==> src/rtl/video_out_load.sv <==
// rtl/video_out_load.sv - Wishbone read master streaming one frame from RAM into the video-out FIFO
module video_out_load #(
  parameter int p_WIDTH      = 640,
  parameter int p_HEIGHT     = 480,
  parameter int NB_PACK_LOAD = 16,
  parameter int INT_CYCLES   = 3
) (
  input  logic        clk,
  input  logic        nRST,
  input  logic [31:0] wb_reg_ctr,
  input  logic [31:0] wb_reg_data,
  input  logic        fifo_space,
  output logic        w_req,
  output logic [31:0] data_to_fifo,
  output logic        interrupt,
  output logic        new_addr,
  output logic        p_wb_STB_O,
  output logic        p_wb_CYC_O,
  output logic        p_wb_LOCK_O,
  output logic        p_wb_WE_O,
  output logic [3:0]  p_wb_SEL_O,
  output logic [31:0] p_wb_ADR_O,
  input  logic [31:0] p_wb_DAT_I,
  input  logic        p_wb_ACK_I,
  input  logic        p_wb_ERR_I
);

  localparam int BC_W = $clog2(NB_PACK_LOAD + 1);
  localparam int IC_W = $clog2(INT_CYCLES + 1);
  localparam logic [19:0]     FRAME_BYTES = 20'(p_WIDTH * p_HEIGHT);
  localparam logic [BC_W-1:0] BURST_INIT  = BC_W'(NB_PACK_LOAD);
  localparam logic [IC_W-1:0] INT_LAST    = IC_W'(INT_CYCLES - 1);

  typedef enum logic [2:0] {
    WAIT_ADDR,
    WAIT_SPACE,
    READ,
    WAIT_ACK,
    BREAK,
    IMAGE_DONE
  } state_t;

  state_t          state;
  logic            old_ctr0;
  logic [31:0]     deb_im;
  logic [19:0]     byte_cnt;
  logic [BC_W-1:0] burst_cnt;
  logic [IC_W-1:0] int_cnt;
  logic            ctr_unused;

  // Only bit 0 of the control register carries meaning for this block.
  assign ctr_unused  = ^wb_reg_ctr[31:1];
  assign new_addr    = wb_reg_ctr[0] & ~old_ctr0;
  assign p_wb_SEL_O  = 4'hF;
  assign p_wb_LOCK_O = 1'b0;
  assign p_wb_WE_O   = 1'b0;

  always_ff @(posedge clk or negedge nRST) begin
    if (!nRST) old_ctr0 <= 1'b0;
    else       old_ctr0 <= wb_reg_ctr[0];
  end

  always_ff @(posedge clk or negedge nRST) begin
    if (!nRST) begin
      state        <= WAIT_ADDR;
      p_wb_STB_O   <= 1'b0;
      p_wb_CYC_O   <= 1'b0;
      p_wb_ADR_O   <= 32'd0;
      w_req        <= 1'b0;
      data_to_fifo <= 32'd0;
      interrupt    <= 1'b0;
      deb_im       <= 32'd0;
      byte_cnt     <= 20'd0;
      burst_cnt    <= BURST_INIT;
      int_cnt      <= '0;
    end else begin
      w_req <= 1'b0;
      case (state)
        WAIT_ADDR: begin
          deb_im    <= wb_reg_data;
          interrupt <= 1'b0;
          byte_cnt  <= 20'd0;
          if (new_addr) state <= WAIT_SPACE;
        end
        WAIT_SPACE: begin
          burst_cnt <= BURST_INIT;
          if (fifo_space) state <= READ;
        end
        READ: begin
          p_wb_ADR_O <= deb_im + {12'd0, byte_cnt};
          p_wb_STB_O <= 1'b1;
          p_wb_CYC_O <= 1'b1;
          state      <= WAIT_ACK;
        end
        WAIT_ACK: begin
          // An errored read still produces a (zero) word so the frame geometry stays intact.
          if (p_wb_ACK_I || p_wb_ERR_I) begin
            data_to_fifo <= p_wb_ACK_I ? p_wb_DAT_I : 32'd0;
            w_req        <= 1'b1;
            p_wb_STB_O   <= 1'b0;
            p_wb_CYC_O   <= 1'b0;
            byte_cnt     <= byte_cnt + 20'd4;
            burst_cnt    <= burst_cnt - BC_W'(1);
            state        <= BREAK;
          end
        end
        BREAK: begin
          if (byte_cnt == FRAME_BYTES) state <= IMAGE_DONE;
          else if (burst_cnt == '0)    state <= WAIT_SPACE;
          else                         state <= READ;
        end
        IMAGE_DONE: begin
          interrupt <= 1'b1;
          if (int_cnt == INT_LAST) begin
            int_cnt <= '0;
            state   <= WAIT_ADDR;
          end else begin
            int_cnt <= int_cnt + IC_W'(1);
          end
        end
        default: state <= WAIT_ADDR;
      endcase
    end
  end

endmodule

==> config.mk <==
export PLATFORM = sky130hd
export DESIGN_NAME = video_out_load
export DESIGN_NICKNAME = d
export VERILOG_FILES = /design/src/rtl/video_out_load.sv
export SDC_FILE = /design/constraint.sdc
export NUM_CORES = 1
export LEC_CHECK = 0
export CAP_MARGIN = 20
export CELL_PAD_IN_SITES_DETAIL_PLACEMENT = 0
export CELL_PAD_IN_SITES_GLOBAL_PLACEMENT = 1
export CORE_MARGIN = 1.5
export CORE_UTILIZATION = 39
export DETAILED_ROUTE_END_ITERATION = 12
export PLACE_DENSITY_LB_ADDON = 0.1
export SLEW_MARGIN = 25
export SYNTH_ARGS = -nofsm -noshare
export SYNTH_HDL_FRONTEND = slang
export SYNTH_SLANG_ARGS = --single-unit
==> constraint.sdc <==
create_clock -name clk -period 6.4 [get_ports clk]
set_clock_uncertainty 0.05 [all_clocks]
set_input_delay 1.92 -clock clk [delete_from_list [all_inputs] [get_ports clk]]
set_output_delay 1.92 -clock clk [all_outputs]
set_load 0.02 [all_outputs]
---- After elaboration in Yosys (flattened, before gate mapping) ----
Cells that the tools add are included.
operators by class
  bitwise operators ....................... 2
  order comparisons ....................... 0
  multiplexer cells ....................... 18
  div/mod/pow operators ................... 0
  shift operators ......................... 0
  multiply operators ...................... 0
  eq/ne operators ......................... 11
  reduce and logical (&&, ||, !) cells .... 12
  add/sub/neg operators ................... 4
operators by type and width
  cell                                                    count
  one-hot mux 20 bit (2 select lines)                     1
  adder 32 x 20 -> 32 bit                                 1
  2-to-1 mux 32 bit                                       1
  adder 20 x 3 -> 20 bit (second input constant)          1
  equality test 20 x 19 -> 1 bit (second input constant)  1
  2-to-1 mux 20 bit                                       1
  one-hot mux 3 bit (6 select lines)                      1
  2-to-1 mux 3 bit                                        5
  one-hot mux 5 bit (2 select lines)                      1
  inequality test 2 bit (second input constant)           4
  AND reduction 2 bit                                     4
  nonzero test 2 bit                                      4
  equality test 3 x 2 -> 1 bit (second input constant)    2
  equality test 3 bit (second input constant)             2
  logical NOT 5 bit                                       1
  2-to-1 mux 5 bit                                        1
  subtractor 5 x 1 -> 5 bit (second input constant)       1
  2-to-1 mux 2 bit                                        2
  one-hot mux 1 bit (2 select lines)                      2
  AND reduction 4 bit                                     1
  equality test 3 x 1 -> 1 bit (second input constant)    1
  logical NOT 3 bit                                       1
  2-to-1 mux 1 bit                                        3
  adder 2 x 1 -> 2 bit (second input constant)            1
  other kinds (4)                                         4
storage, ports and cells
  input port bits ......................... 101
  output and inout port bits .............. 75
  memories ................................ 0
  memory bits (read-only) ................. 0
  bits in latches ......................... 0
  register bits ........................... 130
  memory bits (writable) .................. 0

---- Longest topological paths before layout ----
Gate-level depths: netlist of run 1.
  depth in word-level cells ............... 4
  depth in mapped cells ................... 9
  gate-level depth less buffers ........... 8

---- Worst setup path before layout of run 1 ----
OpenSTA, ideal clock, no wires.
  path kind ............................... input to output
  start ................................... input wb_reg_ctr[0]
  end ..................................... output new_addr
  data arrival time ....................... 2.270 ns
  stages .................................. 1
  setup slack ............................. 2.160 ns
  path buffers ............................ 0
  path through ............................ nor2b_1
on the way
  longest elaborated chain between the ends .. 1
ends and longest elaborated chain
  element             line  source
  start: declaration  10    input logic [31:0] wb_reg_ctr,
  AND 1 bit           53    assign new_addr = wb_reg_ctr[0] & ~old_ctr0;
  end: declaration    16    output logic new_addr,
Every way passes these cells.

---- Final worst setup path of run 1 ----
Same ends and word-level chain as after synthesis.

==> results of run 1 <==
-- layer usage --
layer | track usage (%) | vias to the layer above | routed length, µm
met2 | 30.0 | 123 | 6780
met4 | 8.06 | 0 | 290
li1 | - | 2500 | -
met3 | 5.95 | 20 | 752
met1 | 24.4 | 2365 | 6840
met5 | 0 | - | 0
-- power by group through the flow --
stage / registers [mW] / logic (mW) / clock network (mW)
floorplan: 1.58 / 0.879 / 0
global placement: 1.40 / 1.75 / 0
detailed placement: 1.40 / 1.79 / 0
CTS: 1.40 / 1.79 / 1.01
global route: 1.45 / 1.96 / 1.05
finish: 1.40 / 1.76 / 0.985
-- cell usage in the layout (no fill, tap or decap), types with 10 or more instances in the layout --
master / n
a22o_1: 33
ha_1: 22
o21ai_1: 13
nor3_1: 12
o21ai_0: 44
nand2_1: 164
a21oi_1: 20
clkdlybuf4s50_1: 137
nand3_1: 18
xnor2_1: 13
xor2_1: 19
inv_1: 12
dfrtp_1: 127
clkbuf_16: 17
nor2_1: 31
nand4_1: 10
-- tightest hold or removal path, delay by kind of cell (launching register included) --
kind,cells,cell delay [ps]
AOI/OAI and AO/OA,1,60
and+or+nand+nor,1,40
DFF,1,340
-- final timing paths --
check	start	to	cells after the start
hold reg to reg	p_wb_ADR_O[13]$_DFFE_PN0P_	p_wb_ADR_O[13]$_DFFE_PN0P_	2
hold / removal	p_wb_ADR_O[13]$_DFFE_PN0P_	p_wb_ADR_O[13]$_DFFE_PN0P_	2
setup reg to reg	byte_cnt[3]$_DFFE_PN0P_	p_wb_ADR_O[19]$_DFFE_PN0P_	8
setup / recovery	wb_reg_ctr[0]	new_addr	3
min in group asynchronous	nRST	deb_im[10]$_DFFE_PN0P_	1
max in group asynchronous	nRST	p_wb_ADR_O[31]$_DFFE_PN0P_	2
-- kinds of logic after synthesis --
logic type	count (synthesis)	share of synthesized area [%]
buf+inv	48	3.41
flops	128	52.1
fa+ha+maj	22	4.47
other cells	2	0.122
simple gates	273	19.7
xor+xnor	32	4.55
mux	1	0.183
compound gates	144	15.5
-- area by class of cell --
type	count	area, µm²
flip-flops and latches	128	3200
inverters	12	45.0
fillers	1395	7000
clock buffers	19	443
well taps	211	264
repair buffers	144	1420
clock inverters	13	163
multi-input cells	478	2770
-- per-stage QoR --
stage          area (µm²)  hold slack, ps  cells  util [%]
3_3_place_gp         7700             403    973      50.3
6_report             8320             424   1005      54.3
5_1_grt              8320             449   1005      54.3
2_1_floorplan        6170             389    654         -
4_1_cts              8320             427   1005      54.3
3_5_place_dp         7710             411    973      50.3
-- flip-flops by register name, summed over array words and instances, names as in the netlist --
register      count
w_req             1
old_ctr0          1
p_wb_ADR_O       32
int_cnt           2
burst_cnt         5
data_to_fifo     32
byte_cnt         18
interrupt         1
state             3
deb_im           32
p_wb_CYC_O        1
==> results.toml, run 1 <==
[outcome]
status = "finished clean"

[power]
peakVddDrop_mv = 0.283
switching_share_pct = 38.4
total_power_mw = 4.15
power_density_nw_per_um2 = 499
pwr-share-clk_pct = 23.8
pwr-share-comb_pct = 42.5
seq_power_share_pct = 33.8
leakagePower_nw = 3.77
internal_power_mw = 2.55
power.switching_mw = 1.59

[route]
drc = 0
wl_per_cell_um = 14.6
ant_nets = 0
first_pass_iters = 4
drtIter0Drc = 234
routed_wl_um = 14700
dr_total_vias = 5008
viasPerCell = 4.98

[worst_setup_path]
crit_slowest_cell = "clkdlybuf4s50_1"
cp-end-kind = "output port"
path_delay_family = "buffers and inverters"
cp.required_ps = 4430
slowest_delay_ps = 630
worst-path-buf-inv = 2
worstSetupPathType = "in -> out"
path_cells = "clkdlybuf4s50_1, nor2b_1, clkdlybuf4s50_1"
cp_common_cell = "clkdlybuf4s50_1"
worstPathMaxFanout = 2
startpoint_type = "input pin"
crit_arrival_ps = 3230
r2r_slack_ps = 3610

[global_routing]
grt_util_all_layers_pct = 19.0
grt_pass1_wl_um = 24500
grt_pass1_vias = 5065
grt_max_degree = 52
grt_overflow_total = 0
grt_antenna_before_repair = 0

[synthesis]
ys_top_cells_by_area = "dfrtp_1, nand2_1, a22o_1, ha_1, o21ai_0"
synthesis.instances = 650
synth_commonest_cells = "nand2_1, dfrtp_1, o21ai_0, a22o_1, nor2_1"
ys_seq_area_share_pct = 52.1
yosysMostFrequentCell = "nand2_1"
synth_cell_types = 53
ys_seq_elements = 128
avgSynthCellArea_um2 = 9.47
ys_warn_count = 0
synth-edff-count = 0
synth_top_area_share_pct = 51.6
netlist_area_um2 = 6160
synthFlopType = "dfrtp_1"
synthArstFlopShare_pct = 100
synth_top_area_cell = "dfrtp_1"

[cts]
cts_max_level = 4
cts_sinks = 128
post_cts_buffers = 0
clk_path_buf_depth = 2
clk_pin_slew_ps = 50
cts_inserted_buffers = 17
clkLatencyLatePin_ps = 420
cts.repair.resized = 0
cts_tree = "built"
cts_hold_buf = 0
cts_root_buf = "clkbuf_16"

[job]
cap_violations = 0

[floorplanning]
io_pins = 176
core_um2 = 15300
die_h_um = 129
dieArea_um2 = 16500
initial_utilization_pct = 40.2
std_cell_rows = 45
die_width_um = 129

[layout]
layout.nets = 904
n_antenna_cell = 0
area_growth_pct = 35.1
layout-drive-gt1-share_pct = 6.68

[timing]
slew_headroom_pct = 38.8
setup_viol = 0
rsz0062_at_grt = "no"
drv_slew = 0
worstMarginPinSlew_ps = 916
final.setup.worst_slack_ps = 1200
max_freq_ghz = 0.192
hold_viol = 0
fin_crit_ps = 5200
setup_tns_ps = 0
final.period_utilization_pct = 81.3

[placed_design]
port_buffers = 138
preCtsSetupSlack_ps = 1200
place_hpwl_um = 10300
gp_congestion = 0.854

[worst_hold_path]
min_path_type = "reg -> reg"
No activity file was read; power rests on OpenSTA's default activity.
==> run 2: changes to the inputs <==
CORE_UTILIZATION = 36   (was 39)
clock period = 4.8 ns   (was 6.4 ns; I/O delays follow)
==> results.toml, run 2 (synthesis gave the netlist of run 1 again) <==
[worst_setup_path]
cp-end-kind = "output port"
crit_slowest_cell = "clkdlybuf4s50_1"
cp_common_cell = "clkdlybuf4s50_1"
path_cells = "clkdlybuf4s50_1, nor2b_1, clkdlybuf4s50_1"
cp.required_ps = 3310
slowest_delay_ps = 630
crit_arrival_ps = 2690
worstSetupPathType = "in -> out"
worstPathMaxFanout = 2
startpoint_type = "input pin"

[layout]
largestRegisters = "data_to_fifo: 32 flops, deb_im: 32 flops, p_wb_ADR_O: 32 flops"
regArea_um2 = 3200
final_common_cell = "nand2_1"
n_antenna_cell = 0
num-fill-cells = 1554
layout.nets = 905
layout-drive-gt1-share_pct = 6.93
final_area_um2 = 8290
layout_common_cells = "nand2_1, clkdlybuf4s50_1, dfrtp_1"
fin_util_pct = 49.8
area_growth_pct = 34.7
multi_input_area_um2 = 2770

[cts]
cts_root_buf = "clkbuf_16"
clk_path_buf_depth = 2
cts_inserted_buffers = 17
cts_hold_buf = 0
cts_max_level = 4
clk_pin_slew_ps = 60
cts_tree = "built"
cts.repair.resized = 0
post_cts_buffers = 0
clkLatencyLatePin_ps = 420
cts_sinks = 128

[timing]
timing.hold.ws_ps = 421
worstMarginPinSlew_ps = 894
setup_viol = 0
hold_viol = 0
drv_slew = 0
slew_headroom_pct = 40.4
fin_crit_ps = 4180
max_freq_ghz = 0.239
final.period_utilization_pct = 87.1
rsz0062_at_grt = "no"
setup_tns_ps = 0

[job]
cap_violations = 0

[power]
peakVddDrop_mv = 0.408
leakagePower_nw = 3.75
power_density_nw_per_um2 = 657

[placed_design]
place_hpwl_um = 10800
port_buffers = 138
placed_area_um2 = 7740
gp_congestion = 0.813

[global_routing]
grt_antenna_before_repair = 0
grt_pass1_vias = 5169
grt_overflow_total = 0
grt_pass1_wl_um = 25400
grt_util_all_layers_pct = 18.1
grt_max_degree = 70

[floorplanning]
initial_utilization_pct = 37.0
die_width_um = 134
dieArea_um2 = 17900
core_um2 = 16600
io_pins = 176
die_h_um = 134
std_cell_rows = 47

[route]
drc = 0
wl_per_cell_um = 15.1
drtIter0Drc = 214
dr_total_vias = 5045
viasPerCell = 4.98
routed_wl_um = 15400
first_pass_iters = 5
ant_nets = 0

[worst_hold_path]
min_path_type = "reg -> reg"

[outcome]
status = "finished clean"
[run 2: cell types whose count changed in the layout (fill, tap and decap cells not counted), sizes merged]
cell    previous run  this run
buf                7         8
bufinv             3         1
clkbuf            19        18
clkinv             6         8
[run 2: where the power goes]
group	total [mW]	internal, mW	switching [mW]	leakage (nW)
Sequential	1.86	1.54	0.322	1.64
Combinational	2.39	1.05	1.34	1.85
Clock	1.20	0.721	0.481	0.268
[run 2: routing by layer]
| metal | part of all wire (%) | global-route usage [%] | up-vias |
|---|---|---|---|
| met5 | 0 | 0 | - |
| met4 | 1.0 | 4.65 | 0 |
| met3 | 4.5 | 5.52 | 15 |
| met2 | 50 | 30.5 | 100 |
| met1 | 44 | 22.7 | 2431 |
| li1 | - | - | 2499 |
[run 2: metrics by stage]
| step | total power [mW] | worst slack (ps) | std cells |
|---|---|---|---|
| floorplan | 3.28 | 1520 | 654 |
| global placement | 4.24 | 604 | 983 |
| detailed placement | 4.29 | 609 | 983 |
| CTS | 5.52 | 596 | 1014 |
| global route | 5.84 | 551 | 1014 |
| finish | 5.45 | 617 | 1014 |
[run 2: worst max-delay path: cells and delay by family]
| kind | cells | cell delay (ps) |
|---|---|---|
| buffers and inverters | 2 | 1090 |
| AND/OR/NAND/NOR | 1 | 160 |
[run 2: layout make-up]
cell class | instances | share of cell area (%)
multi-input cells | 478 | 33.4
inverters | 12 | 0.543
repair buffers | 145 | 17.4
well taps | 220 | 3.32
clock buffers | 18 | 5.30
flip-flops and latches | 128 | 38.6
clock inverters | 13 | 1.40
[run 2: worst paths after layout]
check                      slack [ps]  cells past startpoint               startpoint                         end
setup / recovery                  620                      3            wb_reg_ctr[0]                    new_addr
hold / removal                    420                      2    deb_im[0]$_DFFE_PN0P_   p_wb_ADR_O[0]$_DFFE_PN0P_
setup reg to reg                 2080                      8  byte_cnt[3]$_DFFE_PN0P_  p_wb_ADR_O[19]$_DFFE_PN0P_
hold reg to reg                   420                      2    deb_im[0]$_DFFE_PN0P_   p_wb_ADR_O[0]$_DFFE_PN0P_
max in group asynchronous        2710                      2                     nRST    burst_cnt[4]$_DFFE_PN1P_
min in group asynchronous        1100                      1                     nRST   p_wb_ADR_O[8]$_DFFE_PN0P_
